==> src/rtl/spi_mcp4822_dac_pkg.sv <==
// Shared types and frame layout for the MCP4822 DAC SPI transmitter.
// SPI_MCP4822_STEREO_EN adds the inter-frame gap state used for A/B stereo pairs.
package dac_pkg;

  localparam int FRAME_BITS = 16;
  localparam int CH_BIT     = 15;
  localparam int GA_BIT     = 13;
  localparam int SHDN_BIT   = 12;

  typedef enum logic [2:0] {
    IDLE,
    SHIFT,
    LDAC,
    GAP
`ifdef SPI_MCP4822_STEREO_EN
    , GAP_AB
`endif
  } state_t;

  function automatic int max3(input int a, input int b, input int c);
    int m;
    m = (a > b) ? a : b;
    return (m > c) ? m : c;
  endfunction

  // Bit 14 is the "don't care" bit of the MCP4822 command and is sent as 0.
  function automatic logic [FRAME_BITS-1:0] make_frame(input logic ch, input logic ga,
                                                       input logic [11:0] code);
    logic [FRAME_BITS-1:0] f;
    f           = '0;
    f[CH_BIT]   = ch;
    f[GA_BIT]   = ga;
    f[SHDN_BIT] = 1'b1;
    f[11:0]     = code;
    return f;
  endfunction

endpackage

==> src/rtl/spi_clk_tick.sv <==
// SCK generator: toggles sck every CLK_DIV enabled cycles, pulsing rise/fall ticks one cycle ahead
// of the edge they announce; disabling it returns the count to 0 and sck low with no backpressure.
module spi_clk_tick #(
  parameter int CLK_DIV = 4,
  parameter int CW      = 3
) (
  input  logic clk,
  input  logic reset_n,
  input  logic en,
  output logic sck,
  output logic rise_tick,
  output logic fall_tick
);

  logic [CW-1:0] cnt;
  logic          term;

  assign term      = (cnt == CW'(CLK_DIV - 1));
  assign rise_tick = en & term & ~sck;
  assign fall_tick = en & term & sck;

  always_ff @(posedge clk or negedge reset_n) begin
    if (!reset_n) begin
      cnt <= '0;
      sck <= 1'b0;
    end else if (!en) begin
      cnt <= '0;
      sck <= 1'b0;
    end else if (term) begin
      cnt <= '0;
      sck <= ~sck;
    end else begin
      cnt <= cnt + 1'b1;
    end
  end

endmodule

==> src/rtl/spi_mcp4822_dac.sv <==
// MCP4822 SPI master (mode 0); SPI_MCP4822_STEREO_EN sends A then B frames per sample with one LDAC.
// Ready again 32*CLK_DIV+LDAC_CYCLES+CS_HIGH_CYCLES cycles after accept; sample_ready low while busy.
module spi_mcp4822_dac
  import dac_pkg::*;
#(
  parameter int CLK_DIV        = 4,
  parameter int LDAC_CYCLES    = 2,
  parameter int CS_HIGH_CYCLES = 4
) (
  input  logic        clk,
  input  logic        reset_n,
  input  logic        sample_valid,
  output logic        sample_ready,
`ifdef SPI_MCP4822_STEREO_EN
  input  logic [23:0] sample_data,
`else
  input  logic [11:0] sample_data,
`endif
  input  logic        sample_channel,
  input  logic        gain_1x,
  output logic        dac_sck,
  output logic        dac_cs_n,
  output logic        dac_mosi,
  output logic        dac_ldac_n,
  output logic        busy
);

  localparam int            CW        = $clog2(max3(CLK_DIV, LDAC_CYCLES, CS_HIGH_CYCLES)) + 1;
  localparam logic [CW-1:0] LDAC_LAST = CW'(LDAC_CYCLES - 1);
  localparam logic [CW-1:0] GAP_LAST  = CW'(CS_HIGH_CYCLES - 1);

  state_t                state, state_nxt;
  logic [CW-1:0]         cnt;
  logic [3:0]            bit_cnt;
  logic [FRAME_BITS-1:0] shreg, frame_a;
  logic                  shift_en, rise_tick_unused, fall_tick, last_fall, accept;

`ifdef SPI_MCP4822_STEREO_EN
  logic [11:0]           data_b;
  logic                  gain_q, second;
  logic [FRAME_BITS-1:0] frame_b;
  logic                  channel_unused;

  assign channel_unused = sample_channel;
  assign frame_a        = make_frame(1'b0, gain_1x, sample_data[11:0]);
  assign frame_b        = make_frame(1'b1, gain_q, data_b);
`else
  assign frame_a        = make_frame(sample_channel, gain_1x, sample_data);
`endif

  assign accept    = sample_valid & sample_ready;
  assign shift_en  = (state == SHIFT);
  assign last_fall = fall_tick & (bit_cnt == 4'd15);

  spi_clk_tick #(
    .CLK_DIV (CLK_DIV),
    .CW      (CW)
  ) u_tick (
    .clk       (clk),
    .reset_n   (reset_n),
    .en        (shift_en),
    .sck       (dac_sck),
    .rise_tick (rise_tick_unused),
    .fall_tick (fall_tick)
  );

  always_ff @(posedge clk or negedge reset_n) begin
    if (!reset_n) state <= IDLE;
    else          state <= state_nxt;
  end

  always_comb begin
    state_nxt = state;
    case (state)
      IDLE:  if (accept) state_nxt = SHIFT;
      SHIFT: begin
        if (last_fall) begin
`ifdef SPI_MCP4822_STEREO_EN
          state_nxt = second ? LDAC : GAP_AB;
`else
          state_nxt = LDAC;
`endif
        end
      end
      LDAC:  if (cnt == LDAC_LAST) state_nxt = GAP;
      GAP:   if (cnt == GAP_LAST) state_nxt = IDLE;
`ifdef SPI_MCP4822_STEREO_EN
      GAP_AB: if (cnt == GAP_LAST) state_nxt = SHIFT;
`endif
      default: state_nxt = IDLE;
    endcase
  end

  // Handshake and strobe flops follow the next state so they line up with the state register.
  always_ff @(posedge clk or negedge reset_n) begin
    if (!reset_n) begin
      sample_ready <= 1'b1;
      busy         <= 1'b0;
      dac_cs_n     <= 1'b1;
      dac_mosi     <= 1'b0;
      dac_ldac_n   <= 1'b1;
      cnt          <= '0;
      bit_cnt      <= '0;
      shreg        <= '0;
`ifdef SPI_MCP4822_STEREO_EN
      data_b       <= '0;
      gain_q       <= 1'b0;
      second       <= 1'b0;
`endif
    end else begin
      sample_ready <= (state_nxt == IDLE);
      busy         <= (state_nxt != IDLE);
      dac_ldac_n   <= (state_nxt != LDAC);
      cnt          <= (state_nxt != state) ? '0 : cnt + 1'b1;
      case (state)
        IDLE: begin
          if (accept) begin
            shreg    <= frame_a;
            dac_mosi <= frame_a[FRAME_BITS-1];
            dac_cs_n <= 1'b0;
            bit_cnt  <= '0;
`ifdef SPI_MCP4822_STEREO_EN
            data_b   <= sample_data[23:12];
            gain_q   <= gain_1x;
            second   <= 1'b0;
`endif
          end
        end
        SHIFT: begin
          if (fall_tick) begin
            bit_cnt <= bit_cnt + 1'b1;
            if (last_fall) begin
              dac_cs_n <= 1'b1;
              dac_mosi <= 1'b0;
            end else begin
              dac_mosi <= shreg[FRAME_BITS-2];
              shreg    <= {shreg[FRAME_BITS-2:0], 1'b0};
            end
          end
        end
`ifdef SPI_MCP4822_STEREO_EN
        GAP_AB: begin
          if (cnt == GAP_LAST) begin
            shreg    <= frame_b;
            dac_mosi <= frame_b[FRAME_BITS-1];
            dac_cs_n <= 1'b0;
            second   <= 1'b1;
          end
        end
`endif
        default: ;
      endcase
    end
  end

endmodule

==> config.mk <==
export PLATFORM = sky130hd
export DESIGN_NAME = spi_mcp4822_dac
export DESIGN_NICKNAME = d
export VERILOG_FILES = /design/src/rtl/spi_mcp4822_dac_pkg.sv /design/src/rtl/spi_clk_tick.sv /design/src/rtl/spi_mcp4822_dac.sv
export SDC_FILE = /design/constraint.sdc
export NUM_CORES = 1
export LEC_CHECK = 0
export ABC_AREA = 1
export ABC_CLOCK_PERIOD_IN_PS = 1400
export CAP_MARGIN = 20
export CELL_PAD_IN_SITES_DETAIL_PLACEMENT = 1
export CELL_PAD_IN_SITES_GLOBAL_PLACEMENT = 2
export CORE_UTILIZATION = 30
export CTS_CLUSTER_SIZE = 28
export DETAILED_ROUTE_END_ITERATION = 8
export GPL_TIMING_DRIVEN = 0
export PLACE_DENSITY = 0.7
export RECOVER_POWER = 100
export SYNTH_ARGS = -nofsm -noshare
export SYNTH_HDL_FRONTEND = slang
export SYNTH_SLANG_ARGS = --single-unit
==> constraint.sdc <==
create_clock -name clk -period 1.4 [get_ports clk]
set_input_delay 0.28 -clock clk [delete_from_list [all_inputs] [get_ports clk]]
set_output_delay 0.28 -clock clk [all_outputs]
set_load 0.02 [all_outputs]
==> impl_metrics.json <==
{
  "antenna_cells": 0,
  "num_rows": 25,
  "synth_mux_area_share_pct": 7.67,
  "syn_area_per_cell_um2": 9.79,
  "critPathLaunch": "state[2]$_DFF_PN0_",
  "clk_path_buf_depth": 2,
  "synth_compound_area_share_pct": 7.27,
  "ys_seq_area_share_pct": 54.6,
  "drt-total-wl_um": 3840,
  "reg2reg_to": "shreg[4]$_DFFE_PN0P_",
  "dp_cells": 249,
  "die_y_um": 74.3,
  "slowest_stage": "dfrtp_1",
  "slew_headroom_pct": 41.5,
  "hold_class": "in -> async",
  "core-area_um2": 4880,
  "synthesis.nets": 182,
  "overflow": 0,
  "portBuffers": 22,
  "synthFlopType": "dfrtp_1",
  "power_w": 0.00254,
  "drc_errors": 0,
  "setup_tns_ns": -2.24,
  "fill_cells": 569,
  "ys_warn_count": 0,
  "worst_ep_required_time_ns": 1.56,
  "nNetsFinal": 232,
  "r2r_start": "state[2]$_DFF_PN0_",
  "rr_worst_depth": 8,
  "yosys.area_share.simple_pct": 19.4,
  "vias": 1273,
  "drive_above_1_share_pct": 36.5,
  "yosys.area.top_type_share_pct": 49.5,
  "dp_hpwl_um": 2490,
  "antenna_found_initial": 0,
  "worst_slack_ns": -0.132,
  "cp.buffers_inverters": 2,
  "timing.hold.ws_ns": 0.109,
  "ant_nets": 0,
  "rsz0062_at_grt": "true",
  "root_buffer": "clkbuf_8",
  "worst_slew_pin_slew_ns": 0.878,
  "fin_worst_skew_ns": 0.00713,
  "finalCritPeriodShare_pct": 109,
  "finalNonFillerCells": 278,
  "worst_setup_path_end_kind": "flop",
  "critPathArrivalTime_ns": 1.70,
  "crit_chain": "nor2_1 > nand3b_1 > nand2_4 > nand2_4 > buf_6 > buf_6 > nand2_2 > o21ai_1",
  "cap_violations": 0,
  "synth-seq-cells": 34,
  "r2r_slack_ns": -0.13,
  "synth_top_family_by_area": "simple AND/OR/NAND/NOR gates",
  "multi_input_area_um2": 781,
  "status": "complete, but fails checks",
  "start_util_pct": 32.1,
  "cts_tree": "done",
  "htree_num_levels": 2,
  "path_max_fanout": 5,
  "cts_buffers": 5,
  "clk_pin_slew_ns": 0.07,
  "yosysTopAreaCell": "dfrtp_1",
  "start_kind": "flop",
  "insertion_delay_ns": 0.28,
  "seqCellArea_um2": 856,
  "synth_xor_area_share_pct": 0.559,
  "power_density_nw_per_um2": 1120,
  "grt_pass1_wl_um": 6090,
  "synthTopCellsByArea": "dfrtp_1, mux2i_1, nand2_1",
  "slew_violations": 0,
  "grt_usage_pct": 14.8,
  "routedWlPerCell_um": 13.8,
  "hold_viol_final": 0,
  "criticalPathCategory": "reg -> reg",
  "first_pass_iters": 4,
  "period_needed_ns": 1.53,
  "ios": 23,
  "synth_fa_ha_area_share_pct": 3.99,
  "vias_per_cell": 4.58,
  "violations": "negative setup slack",
  "yosysUniqueCellTypes": 24,
  "place_congestion": 0.795,
  "setup_viol": 25,
  "max_stage_delay_ns": 0.43,
  "cp-endpoint": "shreg[4]$_DFFE_PN0P_",
  "synth_async_sr_flop_share_pct": 100,
  "leakage_nw": 1.02,
  "ir_drop_v": 0.000576,
  "die_area_um2": 5510,
  "synth_edf_count": 0,
  "grt_pass1_vias": 1286,
  "crit_family": "simple AND/OR/NAND/NOR gates",
  "area_delta_synth_final_pct": 44.3,
  "fmax_mhz": 653,
  "crit_cells": 8,
  "chipWidth_um": 74.3,
  "clock_sinks": 34,
  "syn_area_um2": 1570,
  "syn-instance-count": 160,
  "drt_iter0_markers": 19,
  "grt_start_max_net_pins": 35
}
-- registers in the layout, indices dropped and copies added (netlist names) --
name / flops
cnt: 3
dac_ldac_n: 1
u_tick.sck: 1
dac_mosi: 1
busy: 1
state: 3
u_tick.cnt: 3
dac_cs_n: 1
sample_ready: 1
bit_cnt: 4
shreg: 15
-- cells in the final DEF (no fill, tap or decap), types with 2 or more instances in the layout --
cell type / count
nor2_1: 12
dfrtp_1: 30
dfstp_2: 3
nand3_4: 2
nor2_4: 6
nand2_2: 12
buf_6: 6
inv_2: 2
a21oi_1: 4
nor2_2: 3
clkbuf_1: 6
o21ai_2: 3
buf_4: 19
inv_1: 12
mux2i_1: 12
ha_2: 3
clkbuf_8: 5
nand2_4: 5
nand3_2: 2
nor3_1: 2
dlygate4sd2_1: 3
o21ai_1: 7
nand2_1: 16
o21ai_0: 6
clkdlybuf4s50_1: 15
nand3_1: 4
-- metal layers --
metal  vias up  wire length [µm]  track usage (%)  share of wire [%]
li1        615                 -                -                  -
met1       634              1680             18.7                 44
met2        20              1990             24.8                 52
met3         4               138             3.93                3.6
met4         0                35             4.40               0.91
met5         -                 0                0                  0
-- cells in the mapped netlist (2+ instances only) --
master and instances:
nor2_1 19, dfstp_2 3, a21oi_1 5, nor3_1 2
nand2_1 30, ha_1 5, inv_1 14, buf_6 3
o21ai_1 2, nand2_2 3, mux2i_1 12, nand3_1 7
dfrtp_1 31, o21ai_0 14
-- how the worst min path moves through the flow --
stage / startpoint / endpoint / slack [ns] / depth (start not counted)
6_report: reset_n / bit_cnt[3]$_DFFE_PN0P_ / 0.11 / 1
5_1_grt: reset_n / bit_cnt[3]$_DFFE_PN0P_ / 0.16 / 1
4_1_cts: reset_n / bit_cnt[3]$_DFFE_PN0P_ / 0.10 / 1
3_5_place_dp: reset_n / bit_cnt[0]$_DFFE_PN0P_ / 0.40 / 1
3_3_place_gp: u_tick.cnt[0]$_DFF_PN0_ / u_tick.cnt[0]$_DFF_PN0_ / 0.42 / 1
2_1_floorplan: reset_n / bit_cnt[0]$_DFFE_PN0P_ / -0.02 / 0
-- timing repair --
| item | CTS | global route |
|---|---|---|
| cloned | 2 | 0 |
| endpoints found under the setup margin | 29 | 33 |
| hold buffers | 0 | 0 |
| setup buffers | 13 | 6 |
| pin swaps | 7 | 22 |
| gates resized for setup | 28 | 39 |
-- through the flow --
| stage | util (%) | worst slack, ns | cell area [µm²] |
|---|---|---|---|
| 2_1_floorplan | - | -0.0560 | 1570 |
| 3_3_place_gp | 38.4 | -0.730 | 1880 |
| 3_5_place_dp | 38.3 | -0.357 | 1870 |
| 4_1_cts | 43.3 | -0.0935 | 2110 |
| 5_1_grt | 46.3 | -0.231 | 2260 |
| 6_report | 46.3 | -0.132 | 2260 |
-- power by group --
part | internal (W) | switching [W] | total [W]
combinational | 0.000294 | 0.000296 | 0.000590
clock | 0.000353 | 0.000322 | 0.000675
sequential | 0.00116 | 0.000121 | 0.00128
total | 0.00181 | 0.000738 | 0.00254
-- logic make-up (layout without fill, tap and decap cells) --
logic type      after synthesis  after routing
compound gates               22             22
xor+xnor                      1              1
fa+ha+maj                     5              5
buf+inv                      19             70
flops                        34             34
mux                          12             12
other cells                   1              1
simple gates                 66             66
-- final cells by class --
cell class / count / area share [%]
multi-input cells: 107 / 34.5
inverters: 14 / 2.32
plain buffers: 5 / 2.16
well taps: 67 / 3.71
flip-flops and latches: 34 / 37.9
clock buffers: 8 / 3.54
repair buffers: 43 / 15.9
No activity file was read; power rests on OpenSTA's default activity.
